**src/rtl/amplitude_envelope_detector.sv**
```systemverilog
// Envelope follower: half-cycle peak hold, asymmetric smoothing, Q14 normalization, hysteretic burst FSM.
// Latency: envelope_est/env_valid at E0+2, burst outputs at E0+3; no backpressure, every clk_en sample is accepted.
module amplitude_envelope_detector #(
    parameter int                      WIDTH             = 18,
    parameter int                      FRAC              = 14,
    parameter int                      ATTACK_SHIFT      = 4,
    parameter int                      RELEASE_SHIFT     = 8,
    parameter logic signed [WIDTH-1:0] GAIN              = 18'sd32768,
    parameter logic signed [WIDTH-1:0] BURST_ON          = 18'sd19661,
    parameter logic signed [WIDTH-1:0] BURST_OFF         = 18'sd17203,
    parameter logic [15:0]             MIN_BURST_UPDATES = 16'd16,
    parameter logic [15:0]             MAX_HALF_PERIOD   = 16'd1024
) (
    input  logic                    clk,
    input  logic                    rst,
    input  logic                    clk_en,
    input  logic signed [WIDTH-1:0] sample_in,
    output logic signed [WIDTH-1:0] envelope_est,
    output logic                    env_valid,
    output logic                    burst_active,
    output logic                    burst_start,
    output logic                    burst_end,
    output logic [15:0]             burst_len
);

    localparam logic signed [WIDTH-1:0] POS_MAX = {1'b0, {(WIDTH-1){1'b1}}};
    localparam logic signed [WIDTH-1:0] NEG_MIN = {1'b1, {(WIDTH-1){1'b0}}};

    localparam logic [1:0] ST_IDLE  = 2'd0;
    localparam logic [1:0] ST_CAND  = 2'd1;
    localparam logic [1:0] ST_BURST = 2'd2;

    logic signed [WIDTH-1:0] abs_val;
    logic signed [WIDTH-1:0] cycle_peak;
    logic signed [WIDTH-1:0] half_peak;
    logic signed [WIDTH-1:0] env_amp;
    logic signed [WIDTH-1:0] amp_next;
    logic signed [WIDTH-1:0] est_next;
    logic                    prev_sign;
    logic                    peak_valid;
    logic                    amp_valid;
    logic [15:0]             half_cnt;
    logic                    crossing;
    logic                    timeout;

    // Rectifier; the most-negative code has no positive twin, so clamp it.
    always_comb begin
        if (sample_in == NEG_MIN)
            abs_val = POS_MAX;
        else if (sample_in[WIDTH-1])
            abs_val = -sample_in;
        else
            abs_val = sample_in;
    end

    assign crossing = sample_in[WIDTH-1] != prev_sign;
    assign timeout  = half_cnt == (MAX_HALF_PERIOD - 16'd1);

    always_ff @(posedge clk or posedge rst) begin
        if (rst) begin
            prev_sign  <= 1'b0;
            cycle_peak <= '0;
            half_peak  <= '0;
            half_cnt   <= '0;
            peak_valid <= 1'b0;
        end else begin
            peak_valid <= 1'b0;
            if (clk_en) begin
                prev_sign <= sample_in[WIDTH-1];
                if (crossing || timeout) begin
                    half_peak  <= cycle_peak;
                    cycle_peak <= abs_val;
                    half_cnt   <= '0;
                    peak_valid <= 1'b1;
                end else begin
                    if (abs_val > cycle_peak)
                        cycle_peak <= abs_val;
                    half_cnt <= half_cnt + 16'd1;
                end
            end
        end
    end

    logic signed [WIDTH:0]   diff;
    logic signed [WIDTH:0]   step;
    logic signed [WIDTH+1:0] amp_sum;

    // Fast attack / slow release: the shift depends on the sign of the error.
    always_comb begin
        diff    = {half_peak[WIDTH-1], half_peak} - {env_amp[WIDTH-1], env_amp};
        step    = (!diff[WIDTH] && (diff != '0)) ? (diff >>> ATTACK_SHIFT) : (diff >>> RELEASE_SHIFT);
        amp_sum = {{2{env_amp[WIDTH-1]}}, env_amp} + {step[WIDTH], step};
        if (amp_sum[WIDTH+1])
            amp_next = '0;
        else if (amp_sum[WIDTH:WIDTH-1] != 2'b00)
            amp_next = POS_MAX;
        else
            amp_next = amp_sum[WIDTH-1:0];
    end

    logic signed [2*WIDTH-1:0] amp_wide;
    logic signed [2*WIDTH-1:0] gain_wide;
    logic signed [2*WIDTH-1:0] product;
    logic signed [2*WIDTH-1:0] scaled;

    always_comb begin
        amp_wide  = {{WIDTH{env_amp[WIDTH-1]}}, env_amp};
        gain_wide = {{WIDTH{GAIN[WIDTH-1]}}, GAIN};
        product   = amp_wide * gain_wide;
        scaled    = product >>> FRAC;
        if (scaled[2*WIDTH-1])
            est_next = '0;
        else if (|scaled[2*WIDTH-2:WIDTH-1])
            est_next = POS_MAX;
        else
            est_next = scaled[WIDTH-1:0];
    end

    always_ff @(posedge clk or posedge rst) begin
        if (rst) begin
            env_amp      <= '0;
            amp_valid    <= 1'b0;
            envelope_est <= '0;
            env_valid    <= 1'b0;
        end else begin
            amp_valid <= peak_valid;
            env_valid <= amp_valid;
            if (peak_valid)
                env_amp <= amp_next;
            if (amp_valid)
                envelope_est <= est_next;
        end
    end

    logic [1:0]  state;
    logic [15:0] cnt;
    logic [15:0] cnt_inc;
    logic        on_hit;
    logic        stay_hit;

    assign cnt_inc      = (cnt == 16'hFFFF) ? cnt : cnt + 16'd1;
    assign on_hit       = envelope_est >= BURST_ON;
    assign stay_hit     = envelope_est >= BURST_OFF;
    assign burst_active = state == ST_BURST;

    always_ff @(posedge clk or posedge rst) begin
        if (rst) begin
            state       <= ST_IDLE;
            cnt         <= '0;
            burst_start <= 1'b0;
            burst_end   <= 1'b0;
            burst_len   <= '0;
        end else begin
            burst_start <= 1'b0;
            burst_end   <= 1'b0;
            if (env_valid) begin
                case (state)
                    ST_IDLE: begin
                        if (on_hit) begin
                            cnt <= 16'd1;
                            if (MIN_BURST_UPDATES <= 16'd1) begin
                                state       <= ST_BURST;
                                burst_start <= 1'b1;
                                burst_len   <= 16'd1;
                            end else begin
                                state <= ST_CAND;
                            end
                        end
                    end
                    ST_CAND: begin
                        if (!on_hit) begin
                            state <= ST_IDLE;
                        end else begin
                            cnt <= cnt_inc;
                            if (cnt_inc >= MIN_BURST_UPDATES) begin
                                state       <= ST_BURST;
                                burst_start <= 1'b1;
                                burst_len   <= cnt_inc;
                            end
                        end
                    end
                    ST_BURST: begin
                        if (!stay_hit) begin
                            state     <= ST_IDLE;
                            burst_end <= 1'b1;
                            burst_len <= cnt;
                        end else begin
                            cnt       <= cnt_inc;
                            burst_len <= cnt_inc;
                        end
                    end
                    default: state <= ST_IDLE;
                endcase
            end
        end
    end

endmodule

```
**config.mk**
```make
export PLATFORM = sky130hd
export DESIGN_NAME = amplitude_envelope_detector
export DESIGN_NICKNAME = d
export VERILOG_FILES = /design/src/rtl/amplitude_envelope_detector.sv
export SDC_FILE = /design/constraint.sdc
export NUM_CORES = 1
export LEC_CHECK = 0
export BUFFER_PORTS_ARGS = -buffer_cell sky130_fd_sc_hd__buf_2
export CAP_MARGIN = 20
export CORE_MARGIN = 3
export CORE_UTILIZATION = 66
export DETAILED_ROUTE_END_ITERATION = 12
export PLACE_DENSITY = 0.86
export SLEW_MARGIN = 40
export SYNTH_ARGS = -nofsm -noshare
export SYNTH_HDL_FRONTEND = slang
export SYNTH_SLANG_ARGS = --single-unit
```
**constraint.sdc**
```tcl
create_clock -name clk -period 9.58 [get_ports clk]
set_input_delay 0 -clock clk [delete_from_list [all_inputs] [get_ports clk]]
set_output_delay 0 -clock clk [all_outputs]
set_load 0.05 [all_outputs]
```
* Word level (Yosys, flattened, before mapping) *
Index checks and enable logic that the tools add are counted.

word-level totals
  register bits after elaboration = 128
  bits of input ports = 21
  output and inout bits = 38
  word-level logic and storage cells = 81

operators by class
  add/subtract/negate cells = 5
  order comparisons = 4
  equality and inequality tests = 11
  mux-type cells = 32
  reductions and logical operators = 15

operators with widths
  cell                                                                  number
  two-way mux 18 bit                                                    8
  two-way mux 16 bit                                                    7
  one-hot mux 16 bit (3 select lines)                                   1
  greater-or-equal comparator 18 x 16 -> 1 bit (second input constant)  2
  adder 16 x 1 -> 16 bit (second input constant)                        2
  one-hot mux 16 bit (2 select lines)                                   1
  adder 18 x 15 -> 19 bit                                               1
  nonzero test 19 bit                                                   1
  subtractor 18 x 18 -> 19 bit                                          1
  == test 18 bit (second input constant)                                1
  greater-than comparator 18 bit                                        1
  negator 18 bit                                                        1
  == test 16 x 10 -> 1 bit (second input constant)                      1
  == test 16 bit (second input constant)                                1
  greater-or-equal comparator 16 x 5 -> 1 bit (second input constant)   1
  two-way mux 14 bit                                                    1
  AND reduction 4 bit                                                   3
  two-way mux 1 bit                                                     9
  two-way mux 2 bit                                                     4
  != test 2 bit (second input constant)                                 4
  one-hot mux 2 bit (3 select lines)                                    1
  nonzero test 2 bit                                                    3
  AND reduction 2 bit                                                   2
  != test 3 bit (second input constant)                                 1
  other kinds (9)                                                       9

* Logic depth before layout (Yosys ltp) *
  word-level depth = 8
  depth in mapped cells = 26
  mapped depth without buffers = 24

* Least setup slack after synthesis *
No wires, ideal clock.

  path kind = register to register
  from = register half_peak[0]
  to = register env_amp[3]
  setup time = 0.142 ns
  arrival time = 5.411 ns
  data required time = 9.438 ns
  setup slack = 4.027 ns
  stages on the path, launching flop included = 27
  buffers on the path = 2
  period minus slack after synthesis = 5.553 ns
  cells stage by stage = dfrtp_1 inv_1 ha_1 inv_1 fa_1 a211o_1 a2111oi_0 o2bb2ai_1 a2bb2oi_1 o21ba_2 o21ai_0 a31oi_1 mux2_2 ha_1 inv_1 fa_1 nor2b_1 o21ai_0 a211oi_1 o21ai_0 a31oi_1 a21o_1 a2111oi_0 o21a_1 clkbuf_1 clkbuf_1 a211oi_1

on the way
  cells in the longest elaborated chain, start to end = 8
  elaborated cells between the ends (all ways) = 9
  classes of those cells = add/sub (2); mux (3); reduce/logical (4)

ends and longest elaborated chain
  what                                                    line  text
  from (decl)                                             35    logic signed [WIDTH-1:0] half_peak;
  from (signal assigned)                                  71    half_peak <= cycle_peak;
  subtractor 18 x 18 -> 19 bit (*)                        90    diff = {half_peak[WIDTH-1], half_peak} - {env_amp[WIDTH-1], env_amp};
  nonzero test 19 bit or zero test 1 bit (tied branches)  91    step = (!diff[WIDTH] && (diff != '0)) ? (diff >>> ATTACK_SHIFT) : (diff >>> RELEASE_SHIFT);
  logical AND 1 bit                                       91
  two-way mux 14 bit                                      91
  adder 18 x 15 -> 19 bit (*)                             92    amp_sum = {{2{env_amp[WIDTH-1]}}, env_amp} + {step[WIDTH], step};
  nonzero test 2 bit                                      95    else if (amp_sum[WIDTH:WIDTH-1] != 2'b00)
  two-way mux 18 bit                                      95
  two-way mux 18 bit (*)                                  93    if (amp_sum[WIDTH+1])
  to (signal assigned)                                    129   env_amp <= amp_next;
  to (decl)                                               36    logic signed [WIDTH-1:0] env_amp;

Mark *: on every way between the ends. The rest lies on a longest branch, timed or not.
A chain may end at the register's enable or synchronous reset.

* Worst setup path in the final report *
  from = register env_amp[0]
  to = register env_amp[8]

on the way
  cells in the longest elaborated chain, start to end = 8
  elaborated cells between the ends (all ways) = 9
  classes of those cells = add/sub (2); mux (3); reduce/logical (4)

ends and longest elaborated chain
  what                                                    line
  subtractor 18 x 18 -> 19 bit                            90
  nonzero test 19 bit or zero test 1 bit (tied branches)  91
  logical AND 1 bit                                       91
  two-way mux 14 bit                                      91
  adder 18 x 15 -> 19 bit (*)                             92
  nonzero test 2 bit                                      95
  two-way mux 18 bit                                      95
  two-way mux 18 bit (*)                                  93

Marks and branches as above.

==> metrics.yaml <==
clock_tree:
  cts_tree: "done"
  cts_root_buf: "clkbuf_16"
  cts_made_buffers: 17
  insertion_delay_ns: 0.43
  post-cts-setup-buffers: 0
  clk_path_buf_depth: 2
  path_clk_slew_ns: 0.05
  clkSinkCount: 128
  cts.htree.levels: 4
outcome:
  status: "completed"
routing:
  ant_nets: 0
  vias: 6979
  drc: 0
  vias_per_cell: 6.042
  drtPass1Iterations: 6
  drt_iter0_markers: 513
  drt_wl_total_um: 18590
  wl_per_cell_um: 16.09
placement:
  hpwl_um: 13130
  dpl_cell_area_sq_um: 9020
  portBuffers: 58
  gp_congestion: 0.9631
global_route:
  grt_pass1_vias: 6698
  grt_pass1_wl_um: 31680
  antenna_found_initial: 0
  grt.total_usage: 0.2700
  overflow: 0
  grt_start_max_net_pins: 75
hold_path:
  worstHoldStart: "sample_in[4]"
  hold_class: "input port to flop"
  whs_endpoint: "cycle_peak[4]$_DFFE_PP0P_"
  holdPathStages: 4
setup_path:
  arrival_ns: 6.67
  r2r_start: "env_amp[0]$_DFFE_PP0P_"
  reg2reg_depth: 24
  start_kind: "flop"
  cp-end-kind: "flop"
  path_class: "flop to flop"
  path_max_fanout: 17
  r2r-end: "env_amp[8]$_DFFE_PP0P_"
  critical_path_required_ns: 9.84
  r2r_slack_ns: 3.17
logic_synthesis:
  yosys.area.top_type: "dfrtp_1"
  ys_seq_area_frac: 0.3723
  netlist_top_cells_area: "dfrtp_1 (37%), ha_1 (8.9%), mux2_2 (8.2%), a21oi_1 (4.2%), nand2_1 (3.6%)"
  synth-main-ff-cell: "dfrtp_1"
  syn-instance-count: 918
  async_reset_ff_frac: 1.000
  avgSynthCellArea_sq_um: 9.372
  syn_nets: 1002
  yosys_warnings: 0
  synth_seq_cells: 128
  synth_cell_type_count: 70
  synth_edf_count: 0
  synth.top_cell.area_share: 0.3723
  synthesis.area_sq_um: 8603
sta:
  hold_viol: 0
  clock.fmax_ghz: 0.1561
  skew_ns: 0.009468
  rsz0062_at_grt: "false"
  setup_viol: 0
  post-route-min-period_ns: 6.407
  worstMarginPinSlew_ns: 0.7185
  timing.final.crit_share: 0.6688
  relSlewSlack: 0.5210
  slew_violations: 0
  tns_ns: 0
cells_and_area:
  area_growth_pct: 11.88
  layout.nets: 1054
  final_cell_area_sq_um: 9625
  final_core_util: 0.7597
  n_antenna_cell: 0
  drive_above_1_share: 0.1902
floorplan:
  die_y_um: 120.2
  initial_core_util: 0.6790
  die-area_sq_um: 14440
  core.rowCount: 41
  die_w_um: 120.2
  ioPinCount: 59
  core_region_area_sq_um: 12670
run:
  cap_violations: 0
Yosys cell counts (4+ instances only):
cell type,n
a21oi_1,72
o31ai_1,7
mux2_2,63
nand2b_1,7
a31oi_1,17
nor2_1,65
nor3_1,12
nand4_1,10
ha_1,61
buf_2,4
o21bai_1,6
xnor2_1,27
and3_1,14
o21ai_0,48
inv_1,60
clkbuf_1,23
nor3b_1,6
mux2i_1,11
nand2_1,82
nand3_1,18
xor2_1,29
dfrtp_1,128
o211ai_1,5
and2_1,6
a21o_1,21
nor2b_1,9
or3_1,6
mux2_4,10
nor4_1,5
a211oi_1,17
o21a_1,9
layout make-up:
type | count | area [sq um]
Multi-Input combinational cell | 695 | 5039
Tap cell | 172 | 215.2
Clock inverter | 10 | 86.33
Clock buffer | 22 | 474.2
Fill cell | 898 | 3045
Sequential cell | 128 | 3204
Timing Repair Buffer | 68 | 379.1
Inverter | 60 | 227.7
cell families after synthesis:
family          synth area share
compound gates            0.1719
xor+xnor                 0.05701
fa+ha+maj                0.09337
buf+inv                  0.04436
flops                     0.3723
mux                       0.1140
simple gates              0.1470
cells in the final DEF, fill, tap and decap left out, types with 27 or more instances in the layout:
master	netlist	routed
a21oi_1	72	71
buf_2	4	58
dfrtp_1	128	127
ha_1	61	61
inv_1	60	59
mux2_2	63	63
nand2_1	82	82
nor2_1	65	65
o21ai_0	48	48
xnor2_1	27	27
xor2_1	29	29
per-layer routing:
metal / GRT usage / wire (um) / share of wire / up-vias
met5: 0 / 0 / 0 / -
met4: 0.09091 / 311 / 0.017 / 0
met3: 0.05192 / 1028 / 0.055 / 25
met2: 0.4317 / 8700 / 0.47 / 212
met1: 0.3715 / 8549 / 0.46 / 3349
li1: - / - / - / 3393
per-stage QoR:
stage	worst slack, ns	hold WS [ns]	cells
2_1_floorplan	4.027	0.2820	918
3_3_place_gp	3.696	0.1457	1119
3_5_place_dp	3.382	0.1525	1119
4_1_cts	3.301	0.004127	1155
5_1_grt	2.857	0.03287	1155
6_report	3.173	0.009869	1155
worst max-delay path: stages, from the launching register on:
cell and delay [ns]:
dfrtp_1 0.43, ha_1 0.19, inv_1 0.06, fa_1 0.36
a211o_1 0.29, a2111oi_0 0.57, o2bb2ai_1 0.19, a2bb2oi_1 0.20
o21ba_2 0.22, o21ai_0 0.14, a31oi_1 0.10, buf_4 0.20
mux2_2 0.29, ha_1 0.19, inv_1 0.07, fa_1 0.19
nor2b_1 0.06, o21ai_0 0.39, a211oi_1 0.18, o21ai_0 0.24
a31oi_1 0.12, a21o_1 0.22, a2111oi_0 0.54, o21a_1 0.67
a211oi_1 0.11
how the worst max path moves through the flow:
stage | start | endpoint | slack (ns) | cells after the start
2_1_floorplan | half_peak[0]$_DFFE_PP0P_ | env_amp[3]$_DFFE_PP0P_ | 4.03 | 26
3_3_place_gp | env_amp[0]$_DFFE_PP0P_ | env_amp[1]$_DFFE_PP0P_ | 3.70 | 24
3_5_place_dp | env_amp[0]$_DFFE_PP0P_ | env_amp[8]$_DFFE_PP0P_ | 3.38 | 24
4_1_cts | env_amp[0]$_DFFE_PP0P_ | env_amp[8]$_DFFE_PP0P_ | 3.30 | 24
5_1_grt | env_amp[0]$_DFFE_PP0P_ | env_amp[4]$_DFFE_PP0P_ | 2.86 | 24
6_report | env_amp[0]$_DFFE_PP0P_ | env_amp[8]$_DFFE_PP0P_ | 3.17 | 24
sequential cells by signal (all words and copies together), names as in the netlist:
register	cells
amp_valid	1
burst_end	1
burst_len	16
burst_start	1
cnt	16
cycle_peak	18
env_amp	18
env_valid	1
envelope_est	18
half_cnt	16
half_peak	18
peak_valid	1
prev_sign	1
state	2
repair_timing:
item,4_1_cts,5_1_grt
gates resized for setup,0,0
hold buffers,4,0
hold endpoints to repair,61,0
Power is not shown: default switching activity piles up to over one toggle a cycle in this logic, so the estimate is an artifact.
